$ cat src/rtl/ex_pkg.sv
// ex_pkg: shared EX-stage types and constants.
//   - Branch op codes (3 bits) decoded by ex_br_resolve.
//   - entry_t: one buffered EX result (sum, dest reg, PC, branch outcome, exception flag).
//   - state_e: result-stage control state, RUN = 0, TRAP = 1.
package ex_pkg;

    localparam int unsigned EX_DW = 32;
    localparam int unsigned EX_RW = 5;

    localparam logic [2:0] BR_NONE = 3'b000;
    localparam logic [2:0] BEQ     = 3'b001;
    localparam logic [2:0] BNE     = 3'b010;
    localparam logic [2:0] BLTZ    = 3'b011;
    localparam logic [2:0] BGEZ    = 3'b100;
    localparam logic [2:0] BLEZ    = 3'b101;
    localparam logic [2:0] BGTZ    = 3'b110;

    typedef struct packed {
        logic [EX_DW-1:0] s;
        logic [EX_RW-1:0] rd;
        logic [EX_DW-1:0] pc;
        logic             br_taken;
        logic             exc;
    } entry_t;

    typedef enum logic {
        RUN  = 1'b0,
        TRAP = 1'b1
    } state_e;

endpackage

$ cat src/rtl/ex_br_resolve.sv
// ex_br_resolve: combinational branch-condition decoder.
// Ports:
//   brop  - 3-bit branch op code (ex_pkg BR_* constants)
//   z, n  - zero and negative flags of the compared value
//   taken - branch resolved taken; 0 for no-branch and the reserved code
// Shared with the ID-stage early-branch path.
module ex_br_resolve
    import ex_pkg::*;
(
    input  logic [2:0] brop,
    input  logic       z,
    input  logic       n,
    output logic       taken
);

    always_comb begin
        taken = 1'b0;
        unique case (brop)
            BEQ:     taken = z;
            BNE:     taken = ~z;
            BLTZ:    taken = n;
            BGEZ:    taken = ~n;
            BLEZ:    taken = n | z;
            BGTZ:    taken = ~n & ~z;
            default: taken = 1'b0;
        endcase
    end

endmodule

$ cat src/rtl/ex_result_stage.sv
// ex_result_stage: EX-stage output register behind the adder/flag unit.
// Captures the sum plus metadata into a two-entry skid buffer, resolves the branch
// condition at capture and raises a signed-overflow exception that blocks issue
// until exc_ack.
// Ports:
//   clk, reset          - clock, synchronous active-high reset
//   flush               - drop all buffered entries (pending trap is kept)
//   in_valid/in_ready   - upstream handshake; in_* carry adder result and metadata
//   out_valid/out_ready - MEM-stage handshake; out_* come from the head register
//   exc_req/exc_epc     - overflow exception request (level) and faulting PC
//   exc_ack             - exception unit acknowledge
// Optional: define EX_STICKY_OVF_EN to add sticky_ovf (out) / sticky_clr (in), a sticky
// record of any signed overflow captured, trapping or not.
module ex_result_stage
    import ex_pkg::*;
#(
    parameter int unsigned DW    = EX_DW,  // must equal EX_DW (entry_t width)
    parameter int unsigned RW    = EX_RW,  // must equal EX_RW (entry_t width)
    parameter int unsigned DEPTH = 2       // only 2 is supported
) (
    input  logic          clk,
    input  logic          reset,
    input  logic          flush,
    input  logic          in_valid,
    output logic          in_ready,
    input  logic [DW-1:0] in_s,
    input  logic          in_z,
    input  logic          in_v,
    input  logic          in_n,
    input  logic          in_sign,
    input  logic          in_trap,
    input  logic [2:0]    in_brop,
    input  logic [RW-1:0] in_rd,
    input  logic [DW-1:0] in_pc,
    output logic          out_valid,
    input  logic          out_ready,
    output logic [DW-1:0] out_s,
    output logic [RW-1:0] out_rd,
    output logic [DW-1:0] out_pc,
    output logic          out_br_taken,
    output logic          out_exc,
    output logic          exc_req,
    output logic [DW-1:0] exc_epc,
    input  logic          exc_ack
`ifdef EX_STICKY_OVF_EN
    ,
    input  logic          sticky_clr,
    output logic          sticky_ovf
`endif
);

    entry_t        head_q, head_d, tail_q, tail_d, new_ent;
    logic [1:0]    count_q, count_d;
    state_e        state_q, state_d;
    logic [DW-1:0] epc_q, epc_d;
    logic          in_ready_q, in_ready_d;
    logic          br_taken, ovf, push, pop;

    ex_br_resolve u_br_resolve (
        .brop  (in_brop),
        .z     (in_z),
        .n     (in_n),
        .taken (br_taken)
    );

    assign ovf  = in_sign & in_v & in_trap;
    // A push coinciding with flush is discarded outright (no capture, no trap).
    assign push = in_valid & in_ready_q & ~flush;
    assign pop  = (count_q != 2'd0) & out_ready;

    always_comb begin
        new_ent          = '0;
        new_ent.s        = in_s;
        new_ent.rd       = ovf ? '0 : in_rd;
        new_ent.pc       = in_pc;
        new_ent.br_taken = br_taken & ~ovf;
        new_ent.exc      = ovf;
    end

    // Skid buffer: head is the older entry, tail only used when two are held.
    always_comb begin
        head_d  = head_q;
        tail_d  = tail_q;
        count_d = count_q;
        if (flush) begin
            count_d = 2'd0;
        end else begin
            unique case ({push, pop})
                2'b10: begin
                    if (count_q == 2'd0) head_d = new_ent;
                    else                 tail_d = new_ent;
                    count_d = count_q + 2'd1;
                end
                2'b01: begin
                    head_d  = tail_q;
                    count_d = count_q - 2'd1;
                end
                // Only reachable with one entry held: new entry replaces the head.
                2'b11:   head_d = new_ent;
                default: ;
            endcase
        end
    end

    always_comb begin
        state_d = state_q;
        epc_d   = epc_q;
        unique case (state_q)
            RUN: begin
                if (push && ovf) begin
                    state_d = TRAP;
                    epc_d   = in_pc;
                end
            end
            TRAP: begin
                if (exc_ack) state_d = RUN;
            end
        endcase
    end

    // Registered from next state so in_ready has no path from out_ready or in_*.
    assign in_ready_d = (state_d == RUN) && (count_d < 2'(DEPTH));

    always_ff @(posedge clk) begin
        if (reset) begin
            head_q     <= '0;
            tail_q     <= '0;
            count_q    <= 2'd0;
            state_q    <= RUN;
            epc_q      <= '0;
            in_ready_q <= 1'b0;
        end else begin
            head_q     <= head_d;
            tail_q     <= tail_d;
            count_q    <= count_d;
            state_q    <= state_d;
            epc_q      <= epc_d;
            in_ready_q <= in_ready_d;
        end
    end

    assign in_ready     = in_ready_q;
    assign out_valid    = (count_q != 2'd0);
    assign out_s        = head_q.s;
    assign out_rd       = head_q.rd;
    assign out_pc       = head_q.pc;
    assign out_br_taken = head_q.br_taken;
    assign out_exc      = head_q.exc;
    assign exc_req      = (state_q == TRAP);
    assign exc_epc      = epc_q;

`ifdef EX_STICKY_OVF_EN
    logic sticky_q;

    // Set wins over clear.
    always_ff @(posedge clk) begin
        if (reset) begin
            sticky_q <= 1'b0;
        end else if (push && in_sign && in_v) begin
            sticky_q <= 1'b1;
        end else if (sticky_clr) begin
            sticky_q <= 1'b0;
        end
    end

    assign sticky_ovf = sticky_q;
`endif

endmodule
$ cat config.mk
export PLATFORM = sky130hd
export DESIGN_NAME = ex_result_stage
export DESIGN_NICKNAME = d
export VERILOG_FILES = /design/src/rtl/ex_pkg.sv /design/src/rtl/ex_br_resolve.sv /design/src/rtl/ex_result_stage.sv
export SDC_FILE = /design/constraint.sdc
export NUM_CORES = 1
export LEC_CHECK = 0
export BUFFER_PORTS_ARGS = -buffer_cell sky130_fd_sc_hd__buf_2
export CELL_PAD_IN_SITES_DETAIL_PLACEMENT = 2
export CELL_PAD_IN_SITES_GLOBAL_PLACEMENT = 2
export CORE_AREA = 2 2 148 150
export CTS_BUF_LIST = sky130_fd_sc_hd__clkbuf_8
export CTS_CLUSTER_DIAMETER = 50
export DETAILED_ROUTE_END_ITERATION = 12
export DIE_AREA = 0 0 150 152
export GPL_TIMING_DRIVEN = 0
export MAX_ROUTING_LAYER = met4
export PLACE_DENSITY = 0.82
export SLEW_MARGIN = 20
export SYNTH_ARGS = -nofsm -noshare
export SYNTH_HDL_FRONTEND = slang
export SYNTH_SLANG_ARGS = --single-unit
$ cat constraint.sdc
create_clock -name clk -period 5.4 [get_ports clk]
set_input_delay 1.08 -clock clk [delete_from_list [all_inputs] [get_ports clk]]
set_output_delay 1.08 -clock clk [all_outputs]
set_load 0.02 [all_outputs]
Yosys cells after proc, flatten, opt, wreduce, memory -nomap -nowiden:

Cells that the tools add are included.
Widths: inputs -> output; s select.

* bitwise logic cells: 15
* reduce and logical (&&, ||, !) cells: 8
* mux-type cells: 9
* multipliers: 0
* shifts and indexed selects: 0
* $lt $le $gt $ge: 1
* eq/ne operators: 10
* $add $sub $neg: 2
* divide/modulo/power cells: 0

Operators by type and width (count)
* $pmux 71 s3: 1
* $mux 71: 1
* $eq 3x3->1 const B: 3
* $and 1x1->1: 7
* $not 1->1: 7
* $eq 3x2->1 const B: 2
* $pmux 1 s6: 1
* $reduce_and 3->1: 2
* $mux 5: 1
* $eq 2x2->1 const B: 2
* $pmux 2 s2: 1
* $eq 3x1->1 const B: 1
* $reduce_bool 3->1: 1
* $add 2x1->2 const B: 1
* $eq 2x1->1 const B: 1
* $logic_and 1x1->1: 2
* $logic_not 2->1: 1
* $lt 2x2->1 const B: 1
* $mux 1: 2
* $mux 2: 1
* $ne 2x2->1 const B: 1
* $pmux 1 s2: 1
* $reduce_and 2->1: 1
* $reduce_bool 2->1: 1
* other kinds (2): 2

* memories kept: 0
* register bits after elaboration: 178
* input port bits: 83
* latch bits: 0
* bits in writable memories: 0
* bits in read-only memories: 0
* logic and storage cells: 59
* output and inout bits: 106

Longest topological paths before layout:

Gate-level depths: netlist of the first run.

* word-level depth: 7
* gate-level depth with buffers: 10
* mapped depth without buffers: 9

Cells and area by module:

A second synthesis of the first run with hierarchy kept.

* cells, all modules: 795
* area, all modules: 6956.7 sq um

By module, submodules not included
* ex_result_stage: area each 6914.1 sq um, cells each 787, seq. area each 3563.4 sq um, times used 1
* ex_br_resolve: area each 42.5 sq um, cells each 8, seq. area each 0.0 sq um, times used 1

Least setup slack after synthesis of the first run:

Ideal clock, no wire load.

* path kind: input -> register
* start: in flush
* end: reg tail_q[1] (netlist bit)
* stages: 8
* path slack: 2.956 ns
* library setup time: 0.132 ns
* required time: 5.268 ns
* path buffers: 2
* arrival time: 2.312 ns
* path through: nand3b_4 inv_1 ha_1 or3b_2 buf_2 buf_6 nand2_1 a21oi_1

* cells in the longest elaborated chain, start to end: 4

Ends and longest elaborated chain
* start, declared: line ex_result_stage.sv:23 `input logic flush,`
* $not 1->1 (no source line) (*)
* $and 1x1->1: line ex_result_stage.sv:68 `assign push = in_valid & in_ready_q & ~flush;`
* $eq 2x2->1: line ex_result_stage.sv:88 `unique case ({push, pop})`
* $reduce_and 3->1 (no source line) (*)
* end signal, assigned: line ex_result_stage.sv:134 `tail_q <= tail_d;`
* end, declared: line ex_result_stage.sv:52 `entry_t head_q, head_d, tail_q, tail_d, new_ent;`

Every way passes the cells marked *; elsewhere a longest branch is shown, timed or not.
A chain may end at the register's enable or synchronous reset.

Worst setup path in the final report of the first run:

* start: in flush
* end: reg head_q, in the netlist out_s[19]

* cells in the longest elaborated chain, start to end: 5
* elaborated cells on any way between the ends: 9
* classes of those cells: eq/ne: 4; mux: 1; bitwise: 2; reduce/logical: 2

Ends and longest elaborated chain
* $not 1->1 (no source line) (*)
* $and 1x1->1: line ex_result_stage.sv:68
* $eq 2x2->1 or $eq 2x1->1 (tied branches): line ex_result_stage.sv:88
* $ne 2x2->1 (no source line) or $reduce_bool 3->1 (tied branches)
* $reduce_and 3->1 (no source line)
* end signal, assigned: line ex_result_stage.sv:126 `head_q <= '0;`
* end signal, assigned: line ex_result_stage.sv:133 `head_q <= head_d;`
* end, declared: line ex_result_stage.sv:52

Marks and branches as above.

==> impl_metrics.yaml, run 1 <==
layout:
  drive_gt1_share_pct: 27.1
  fillerInstances: 2506
  final_cells: 1312
  syn2layout_area_growth_pct: 24.4
  final_nets: 1100
  fin_area_um2: 8770
sta:
  relSlewSlack_pct: 46.5
  hold_slack_ns: 0.460
  worstMarginPinSlew_ns: 0.799
  final.setup_skew_ns: 0.0161
  min_period_over_period_pct: 45.7
  timing.final.crit_period_ns: 2.47
  hold_viol: 0
  finalSetupViolations: 0
  tns_ns: 0
  max_freq_mhz: 405
  final_max_slew_viol_count: 0
  grt_setup_unrepaired: "no"
cts:
  cts_resized: 0
  clk_latency_ns: 0.47
  cts_sinks: 178
  cts_hold_buf: 0
  clockBufferDepth: 2
  cts_post_setup_buffers_inserted: 0
  cts_root_buffer: "clkbuf_8"
  htree_num_levels: 4
  cts_inserted_buffers: 17
  cts_tree: "built"
  clkTransAtPathRegs_ns: 0.10
synth:
  synth_top_area_share_pct: 50.5
  synth_area_leader_cell: "dfxtp_1"
  yosysSeqAreaShare_pct: 50.5
  synth_nets: 894
  syn_inst: 809
  syn_area_um2: 7050
  synth_seq_cells: 178
  ys.warnings.count: 0
  netlist_top_cells_area: "dfxtp_1, nand2_1, mux2i_1"
  ys_types: 35
  syn_area_per_cell_um2: 8.72
critical_path:
  required_ns: 5.72
  slowest_stage: "buf_2"
  crit_path_end_kind: "flip-flop"
  start_kind: "primary input"
  path_common_cell: "buf_2"
  crit_path_start: "flush"
  slowest_delay_ns: 0.36
  worstPathCellList: "buf_2 -> nand3b_4 -> ha_1 -> buf_2 -> buf_2 -> buf_2 -> mux2i_1 -> a211oi_2"
  path_delay_family: "buffers and inverters"
  path_class: "in2reg"
  path_buf_inv: 4
  worstPathArrival_ns: 2.79
  reg2reg_from: "count_q[0]$_SDFFE_PP0P_"
  crit_fanout: 10
power_and_ir_drop:
  max-vdd-ir-drop_v: 0.000145
  power_leakage_nw: 3.40
  power.switching_mw: 0.737
  seqPwrFrac_pct: 51.4
  power.density_nw_per_um2: 303
  pwr-share-clk_pct: 37.9
  swShare_pct: 27.7
  p_comb_share_pct: 10.7
  p_int_mw: 1.92
die:
  io-pin-count: 189
  start_util_pct: 33.0
  fp.dieW_um: 150
  die_y_um: 152
  die-area_um2: 22800
  fp-row-count: 54
  coreArea_um2: 21400
run:
  max_cap_viol_count: 0
drt:
  antenna_left: 0
  wl_per_cell_um: 18.4
  drt-total-wl_mm: 24.2
  firstDrtPassIters: 5
  vias: 6481
  drcViolationCount: 0
  via_per_inst: 4.94
  drt-initial-drc-count: 249
global_route:
  grt_use_met2_pct: 36.3
  grt_max_degree: 17
  antenna_found_initial: 4
  overflow: 0
  grtUsageMet1_pct: 27.6
  grt_usage_pct: 22.0
  grt_pass1_wl_mm: 37.7
  busiest_layer: "met2"
  use_met3_pct: 4.32
  grt_pass1_vias: 6829
worst_hold_path:
  holdCritStartpoint: "exc_epc[25]$_SDFFE_PP0P_"
  hp-class: "reg2reg"
placement:
  port-buffer-count: 187
  dp_cells: 1276
  post_dp_cell_area_um2: 8340
  post-dp-hpwl_mm: 17.6
  place_congestion: 0.766
run_status:
  outcome: "finished, final reports clean"
[sequential cells by signal (all words and copies together), names as in the netlist]
register,count
exc_req,1
out_exc,1
count_q,2
in_ready,1
out_br_taken,1
tail_q,71
out_rd,5
out_s,32
exc_epc,32
out_pc,32
[power groups by stage]
stage	clock (mW)	sequential, mW	combinational [mW]
5_1_grt	1.10	1.37	0.310
4_1_cts	1.04	1.37	0.289
2_1_floorplan	0	1.44	0.117
3_5_place_dp	0	1.40	0.287
3_3_place_gp	0	1.40	0.279
6_report	1.01	1.37	0.284
[kinds of logic after synthesis]
logic type,count (synthesis),synth area share [%]
adders and majority gates,2,0.355
muxes,65,9.41
AOI/OAI and AO/OA,181,16.2
and+or+nand+nor,310,17.9
xor gates and xnor gates,2,0.248
DFF,178,50.5
buffers and inverters,71,5.27
[cells in the mapped netlist]
master    number
nand4_1        1
dfxtp_1      178
inv_1          3
and3_1         1
nor3_2         1
nor3b_1        1
nor2_1        74
a21oi_1      106
buf_2         36
nor4b_1        1
nor2_4         1
a31oi_1        1
buf_4          2
buf_6          7
nand3_1        6
o21bai_1       1
a211oi_2      10
ha_1           2
nand2_1      207
xnor2_1        1
nor2b_1        3
nand3b_1       5
nor3_1         1
nand2b_1       3
or3b_2         1
a211oi_1      55
o21ai_0        2
clkbuf_1      23
mux2i_4        1
a311oi_1       6
xor2_1         1
nand4b_1       1
or3_1          2
mux2i_1       64
nand3b_4       1
[cell type report]
cell class | instances | area (um^2) | area share (%)
diodes | 4 | 10.0 | 0.114
plain buffers | 68 | 360 | 4.11
clock buffers | 18 | 248 | 2.82
clock inverters | 14 | 175 | 2.00
inverters | 3 | 11.3 | 0.128
multi-input cells | 560 | 3120 | 35.5
flip-flops and latches | 178 | 3560 | 40.6
well taps | 280 | 350 | 3.99
repair buffers | 187 | 936 | 10.7
[tightest hold or removal path, cell delays in order (launching register included)]
cell	delay (ns)
dfxtp_1	0.32
nand2_1	0.05
a21oi_1	0.05
[stage by stage]
stage               util [%]  power, mW  setup slack [ns]
global placement        39.0       1.68              2.46
finish                  41.1       2.66              2.93
detailed placement      39.0       1.69              2.41
global route            41.1       2.78              2.82
floorplan                  -       1.56              2.96
CTS                     41.0       2.69              2.92
[layer usage]
layer	vias to the layer above	wire (um)
li1	3158	-
met1	3185	11100
met2	114	11900
met3	24	848
met4	0	410
met5	-	0
[placed cells by master (no fill, tap or decap), drive strengths merged]
| cell type | netlist | final |
|---|---|---|
| buf | 45 | 232 |
| nand4b | 1 | 1 |
| diode | 0 | 4 |
| nor3b | 1 | 1 |
| or3 | 2 | 2 |
| dfxtp | 178 | 178 |
| xor2 | 1 | 1 |
| ha | 2 | 2 |
| mux2i | 65 | 65 |
| nand2 | 207 | 207 |
| o21bai | 1 | 1 |
| a211oi | 65 | 65 |
| clkbuf | 23 | 41 |
| nand3b | 6 | 6 |
| and3 | 1 | 1 |
| xnor2 | 1 | 1 |
| nor2b | 3 | 3 |
| bufinv | 0 | 3 |
| nand3 | 6 | 6 |
| a31oi | 1 | 1 |
| o21ai | 2 | 2 |
| a21oi | 106 | 106 |
| nand4 | 1 | 1 |
| clkinvlp | 0 | 2 |
| or3b | 1 | 1 |
| a311oi | 6 | 6 |
| nor2 | 75 | 75 |
| nor4b | 1 | 1 |
| clkinv | 0 | 5 |
| nor3 | 2 | 2 |
| inv | 3 | 7 |
| nand2b | 3 | 3 |
[path summary, 6_finish.rpt]
kind	to	slack, ns	cells past startpoint
worst min register to register	exc_epc[25]$_SDFFE_PP0P_	0.46	2
worst min-delay path	exc_epc[25]$_SDFFE_PP0P_	0.46	2
worst max-delay path	out_s[19]$_SDFFE_PP0P_	2.93	8
worst max register to register	out_s[19]$_SDFFE_PP0P_	3.16	10
(Power assumes the default switching activity.)
==> inputs of run 2 (changes only) <==
- CORE_AREA: 2 2 148 150 -> 2 2 152 154
- DIE_AREA: 0 0 150 152 -> 0 0 154 156
- PLACE_DENSITY: 0.82 -> 0.79
- clock period: 5.4 -> 2.3 ns (I/O delays scaled with it)
==> impl_metrics.yaml, run 2 (synthesized netlist as in run 1, its figures left out) <==
placement:
  post-dp-hpwl_mm: 17.6
  place_ws_ns: -0.0766
  post_dp_cell_area_um2: 8340
  port-buffer-count: 187
  place_congestion: 0.733
layout:
  largest_reg_flops: 71
  drive_gt1_share_pct: 27.2
  top_register: "tail_q"
  final_nets: 1100
  fillerInstances: 2587
  register_area_um2: 3560
  syn2layout_area_growth_pct: 24.4
  fin_area_um2: 8770
  layout_commonest_cell: "buf_2"
  final_cell_mix: "buf_2, nand2_1, dfxtp_1"
  multiInputGateArea_um2: 3120
sta:
  hold_slack_ns: 0.218
  timing.final.crit_period_ns: 2.14
  hold_viol: 0
  relSlewSlack_pct: 46.2
  grt_setup_unrepaired: "no"
  final.setup_skew_ns: 0.0147
  max_freq_mhz: 467
  finalSetupViolations: 0
  fin_ws_ns: 0.161
  final_max_slew_viol_count: 0
  min_period_over_period_pct: 93.0
  worstMarginPinSlew_ns: 0.802
critical_path:
  r2r-end: "out_s[16]$_SDFFE_PP0P_"
  reg2reg_from: "count_q[0]$_SDFFE_PP0P_"
  start_kind: "flip-flop"
  required_ns: 2.63
  crit_path_start: "count_q[0]$_SDFFE_PP0P_"
  worstPathArrival_ns: 2.47
  crit_fanout: 10
  endpoint: "out_s[16]$_SDFFE_PP0P_"
  r2r_cells: 10
  crit_path_end_kind: "flip-flop"
  rrSetupSlack_ns: 0.16
  path_class: "reg2reg"
run:
  max_cap_viol_count: 0
cts:
  cts_inserted_buffers: 17
  htree_num_levels: 4
  cts_hold_buf: 0
  cts_root_buffer: "clkbuf_8"
  clk_latency_ns: 0.48
  cts_sinks: 178
  clockBufferDepth: 2
  clkTransAtPathRegs_ns: 0.12
  cts_tree: "built"
drt:
  wl_per_cell_um: 18.3
  drt-initial-drc-count: 242
  firstDrtPassIters: 4
  vias: 6481
  drcViolationCount: 0
  via_per_inst: 4.93
  drt-total-wl_mm: 24.0
  antenna_left: 0
global_route:
  grt_usage_pct: 20.8
  grt_max_degree: 18
  antenna_found_initial: 1
  grt_pass1_wl_mm: 37.6
  grt_pass1_vias: 6766
  overflow: 0
die:
  fp-row-count: 55
  io-pin-count: 189
  coreArea_um2: 22400
  fp.dieW_um: 154
  die-area_um2: 24000
  die_y_um: 156
  start_util_pct: 31.5
run_status:
  outcome: "finished, final reports clean"
worst_hold_path:
  hp-class: "in2reg"
power_and_ir_drop:
  power_mw: 6.24
  power.density_nw_per_um2: 711
  power_leakage_nw: 3.40
  max-vdd-ir-drop_v: 0.000356
==> run 2: cell count changes in the layout (fill, tap and decap cells not counted), moves of 2 or more <==
cell	previous run	this run
buf_2	223	220
buf_4	2	4
clkinv_2	3	1
inv_6	3	6
inv_8	1	3
diode_2	4	1
==> run 2: per-layer routing <==
layer / up-vias / global-route usage, % / share of wire, %
li1: 3153 / - / -
met1: 3209 / 26.1 / 46
met2: 107 / 34.9 / 50
met3: 12 / 4.08 / 3.4
met4: 0 / 4.27 / 0.61
met5: - / - / 0
==> run 2: layout make-up <==
class                   instances  share of cell area [%]
multi-input cells             560                    35.5
flip-flops and latches        178                    40.6
well taps                     285                    4.07
plain buffers                  68                    4.21
inverters                       3                   0.128
diodes                          1                  0.0285
clock buffers                  18                    2.82
repair buffers                187                    10.7
clock inverters                14                    1.91
==> run 2: worst max-delay path, stage by stage (launching register included) <==
cell      delay [ns]
dfxtp_1         0.44
nor2_4          0.08
inv_1           0.08
nand2_1         0.09
inv_1           0.06
ha_1            0.13
buf_2           0.23
clkbuf_4        0.27
buf_4           0.25
mux2i_1         0.26
a211oi_2        0.10
==> run 2: worst min path at each step <==
stage                             start                  endpoint  slack [ns]  cells past startpoint
6_report                       in_s[24]   tail_q[63]$_SDFFE_PP0P_        0.22                      3
5_1_grt                        in_s[25]   tail_q[64]$_SDFFE_PP0P_        0.20                      3
4_1_cts                        in_s[28]   tail_q[67]$_SDFFE_PP0P_        0.19                      3
3_5_place_dp   exc_epc[31]$_SDFFE_PP0P_  exc_epc[31]$_SDFFE_PP0P_        0.45                      2
3_3_place_gp   exc_epc[13]$_SDFFE_PP0P_  exc_epc[13]$_SDFFE_PP0P_        0.44                      2
2_1_floorplan   tail_q[10]$_SDFFE_PP0P_   tail_q[10]$_SDFFE_PP0P_        0.44                      2
==> run 2: through the flow <==
step           std cells  setup TNS, ns  utilization [%]
3_5_place_dp        1281         -0.728             37.3
5_1_grt             1314              0             39.2
3_3_place_gp        1281         -0.294             37.3
4_1_cts             1313              0             39.2
6_report            1314              0             39.2
2_1_floorplan        809              0                -
==> run 2: where the power goes <==
part           switching, mW  internal [mW]  total, mW
Sequential            0.0473           3.17       3.21
Combinational          0.428          0.234      0.662
Clock                   1.32           1.04       2.36
Total                   1.80           4.44       6.24
==> run 2: repair_timing <==
| item | CTS | global route |
|---|---|---|
| endpoints found under the setup margin | 4 | 11 |
| setup buffers | 0 | 0 |
| gates resized for setup | 2 | 3 |
==> inputs of run 3 (changes only) <==
- ABC_AREA: default -> 1
- CORE_AREA: 2 2 152 154 -> 2 2 155 157
- DIE_AREA: 0 0 154 156 -> 0 0 157 159
==> impl_metrics.yaml, run 3 <==
layout:
  final_cell_mix: "buf_2, o21ai_0, dfxtp_1"
  drive_gt1_share_pct: 26.3
  final_nets: 1199
  final_cells: 1449
  top_register: "tail_q"
  fin_area_um2: 8870
  layout_commonest_cell: "buf_2"
  syn2layout_area_growth_pct: 24.5
  largest_reg_flops: 71
sta:
  fin_ws_ns: 0.219
  min_period_over_period_pct: 90.5
  relSlewSlack_pct: 58.9
  max_freq_mhz: 481
  grt_setup_unrepaired: "no"
  timing.final.crit_period_ns: 2.08
  finalSetupViolations: 0
  tns_ns: 0
  final.setup_skew_ns: 0.0219
  hold_viol: 0
  worstMarginPinSlew_ns: 0.617
  final_max_slew_viol_count: 0
cts:
  htree_num_levels: 4
  cts_inserted_buffers: 17
  cts_sinks: 178
  clkTransAtPathRegs_ns: 0.11
  clk_latency_ns: 0.46
  cts_root_buffer: "clkbuf_8"
  clockBufferDepth: 2
  cts_post_setup_buffers_inserted: 0
  cts_resized: 0
  cts_hold_buf: 0
  cts_tree: "built"
run_status:
  outcome: "finished, final reports clean"
critical_path:
  crit_fanout: 10
  path_class: "reg2reg"
  start_kind: "flip-flop"
  worstPathArrival_ns: 2.44
  crit_path_end_kind: "flip-flop"
  required_ns: 2.66
global_route:
  grt_pass1_wl_mm: 40.7
  grt_usage_pct: 21.4
  antenna_found_initial: 2
  overflow: 0
  grt_pass1_vias: 7436
  grt_max_degree: 19
placement:
  place_ws_ns: 0.106
  port-buffer-count: 188
  dp_cells: 1414
  place_congestion: 0.745
  post_dp_cell_area_um2: 8470
  post-dp-hpwl_mm: 19.1
power_and_ir_drop:
  seqPwrFrac_pct: 52.4
  p_comb_share_pct: 11.1
  pwr-share-clk_pct: 36.5
  swShare_pct: 29.9
  power_leakage_nw: 3.96
  power.density_nw_per_um2: 693
  max-vdd-ir-drop_v: 0.000297
  p_int_mw: 4.31
  power.switching_mw: 1.84
drt:
  vias: 6927
  drcViolationCount: 0
  drt-initial-drc-count: 244
  firstDrtPassIters: 4
  via_per_inst: 4.78
  drt-total-wl_mm: 25.6
  wl_per_cell_um: 17.7
  antenna_left: 0
worst_hold_path:
  hp-class: "in2reg"
die:
  io-pin-count: 189
  fp-row-count: 56
  coreArea_um2: 23200
  die-area_um2: 25000
  fp.dieW_um: 157
  start_util_pct: 30.7
  die_y_um: 159
synth:
  synth_nets: 992
  synth_top_area_share_pct: 50.0
  synth_seq_cells: 178
  synth-async-reset-ratio_pct: 0
  synth_commonest_cells: "o21ai_0, dfxtp_1, nor2_1"
  syn_area_per_cell_um2: 7.86
  synth_area_leader_cell: "dfxtp_1"
  netlist_top_cells_area: "dfxtp_1, o21ai_0, a21oi_1"
  yosysSeqAreaShare_pct: 50.0
  synth_ff_type: "dfxtp_1"
  syn_area_um2: 7130
  ys.warnings.count: 0
  synth.most_common_cell: "o21ai_0"
  syn_inst: 907
  ys_types: 23
  synth_enable_flop_cells: 0
run:
  max_cap_viol_count: 0
[run 3: through the flow]
step                      power [mW]  hold slack, ns  util [%]
final                           6.14           0.233      38.3
after CTS                       6.23           0.215      38.2
after detailed placement        3.98           0.437      36.5
after global routing            6.43           0.217      38.2
after floorplan                 3.66           0.455         -
after global placement          3.96           0.431      36.5
[run 3: area by class of cell]
cell class                 instances  area, um^2
multi-input combinational        581        2890
clock buffer                      17         234
sequential                       178        3560
antenna                            3        7.51
clock inverter                    15         165
timing repair buffer             188         941
inverter                          81         304
tap                              319         399
fill                            2793       14300
buffer                            67         370
[run 3: cell families (layout without fill, tap and decap cells)]
| logic type | after synthesis | in the layout | share of synthesized area [%] |
|---|---|---|---|
| buffers and inverters | 148 | 368 | 9.46 |
| DFF | 178 | 178 | 50.0 |
| and+or+nand+nor | 232 | 232 | 13.7 |
| AOI/OAI and AO/OA | 318 | 318 | 22.4 |
| adders and majority gates | 2 | 2 | 0.351 |
| muxes | 29 | 29 | 4.07 |
| other | 0 | 3 | 0 |
[run 3: critical path: stages, from the launching register on]
cell and delay, ns:
dfxtp_1 0.42, inv_2 0.06, nand2_4 0.09, nand2_1 0.08, inv_1 0.06, ha_1 0.20, buf_2 0.27, buf_2 0.40
mux2i_1 0.28, a21oi_1 0.10
[run 3: power groups by stage]
stage / combinational, mW / sequential [mW] / clock (mW)
2_1_floorplan: 0.280 / 3.38 / 0
3_3_place_gp: 0.672 / 3.29 / 0
3_5_place_dp: 0.690 / 3.29 / 0
4_1_cts: 0.695 / 3.22 / 2.31
5_1_grt: 0.761 / 3.23 / 2.44
6_report: 0.683 / 3.22 / 2.24
[run 3: per-layer routing]
metal / vias up / share of wire (%) / GRT usage (%)
met2: 126 / 49 / 36.2
met4: 0 / 1.1 / 5.05
met1: 3392 / 46 / 26.7
li1: 3386 / - / -
met5: - / 0 / -
met3: 23 / 3.7 / 3.59
[run 3: path summary, 6_finish.rpt]
check / slack [ns] / start / cells after the start / end
hold reg to reg: 0.45 / exc_epc[15]$_SDFFE_PP0P_ / 2 / exc_epc[15]$_SDFFE_PP0P_
setup / recovery: 0.22 / count_q[1]$_SDFF_PP0_ / 9 / out_pc[3]$_SDFFE_PP0P_
hold / removal: 0.23 / reset / 2 / out_rd[3]$_SDFFE_PP0P_
setup reg to reg: 0.22 / count_q[1]$_SDFF_PP0_ / 9 / out_pc[3]$_SDFFE_PP0P_
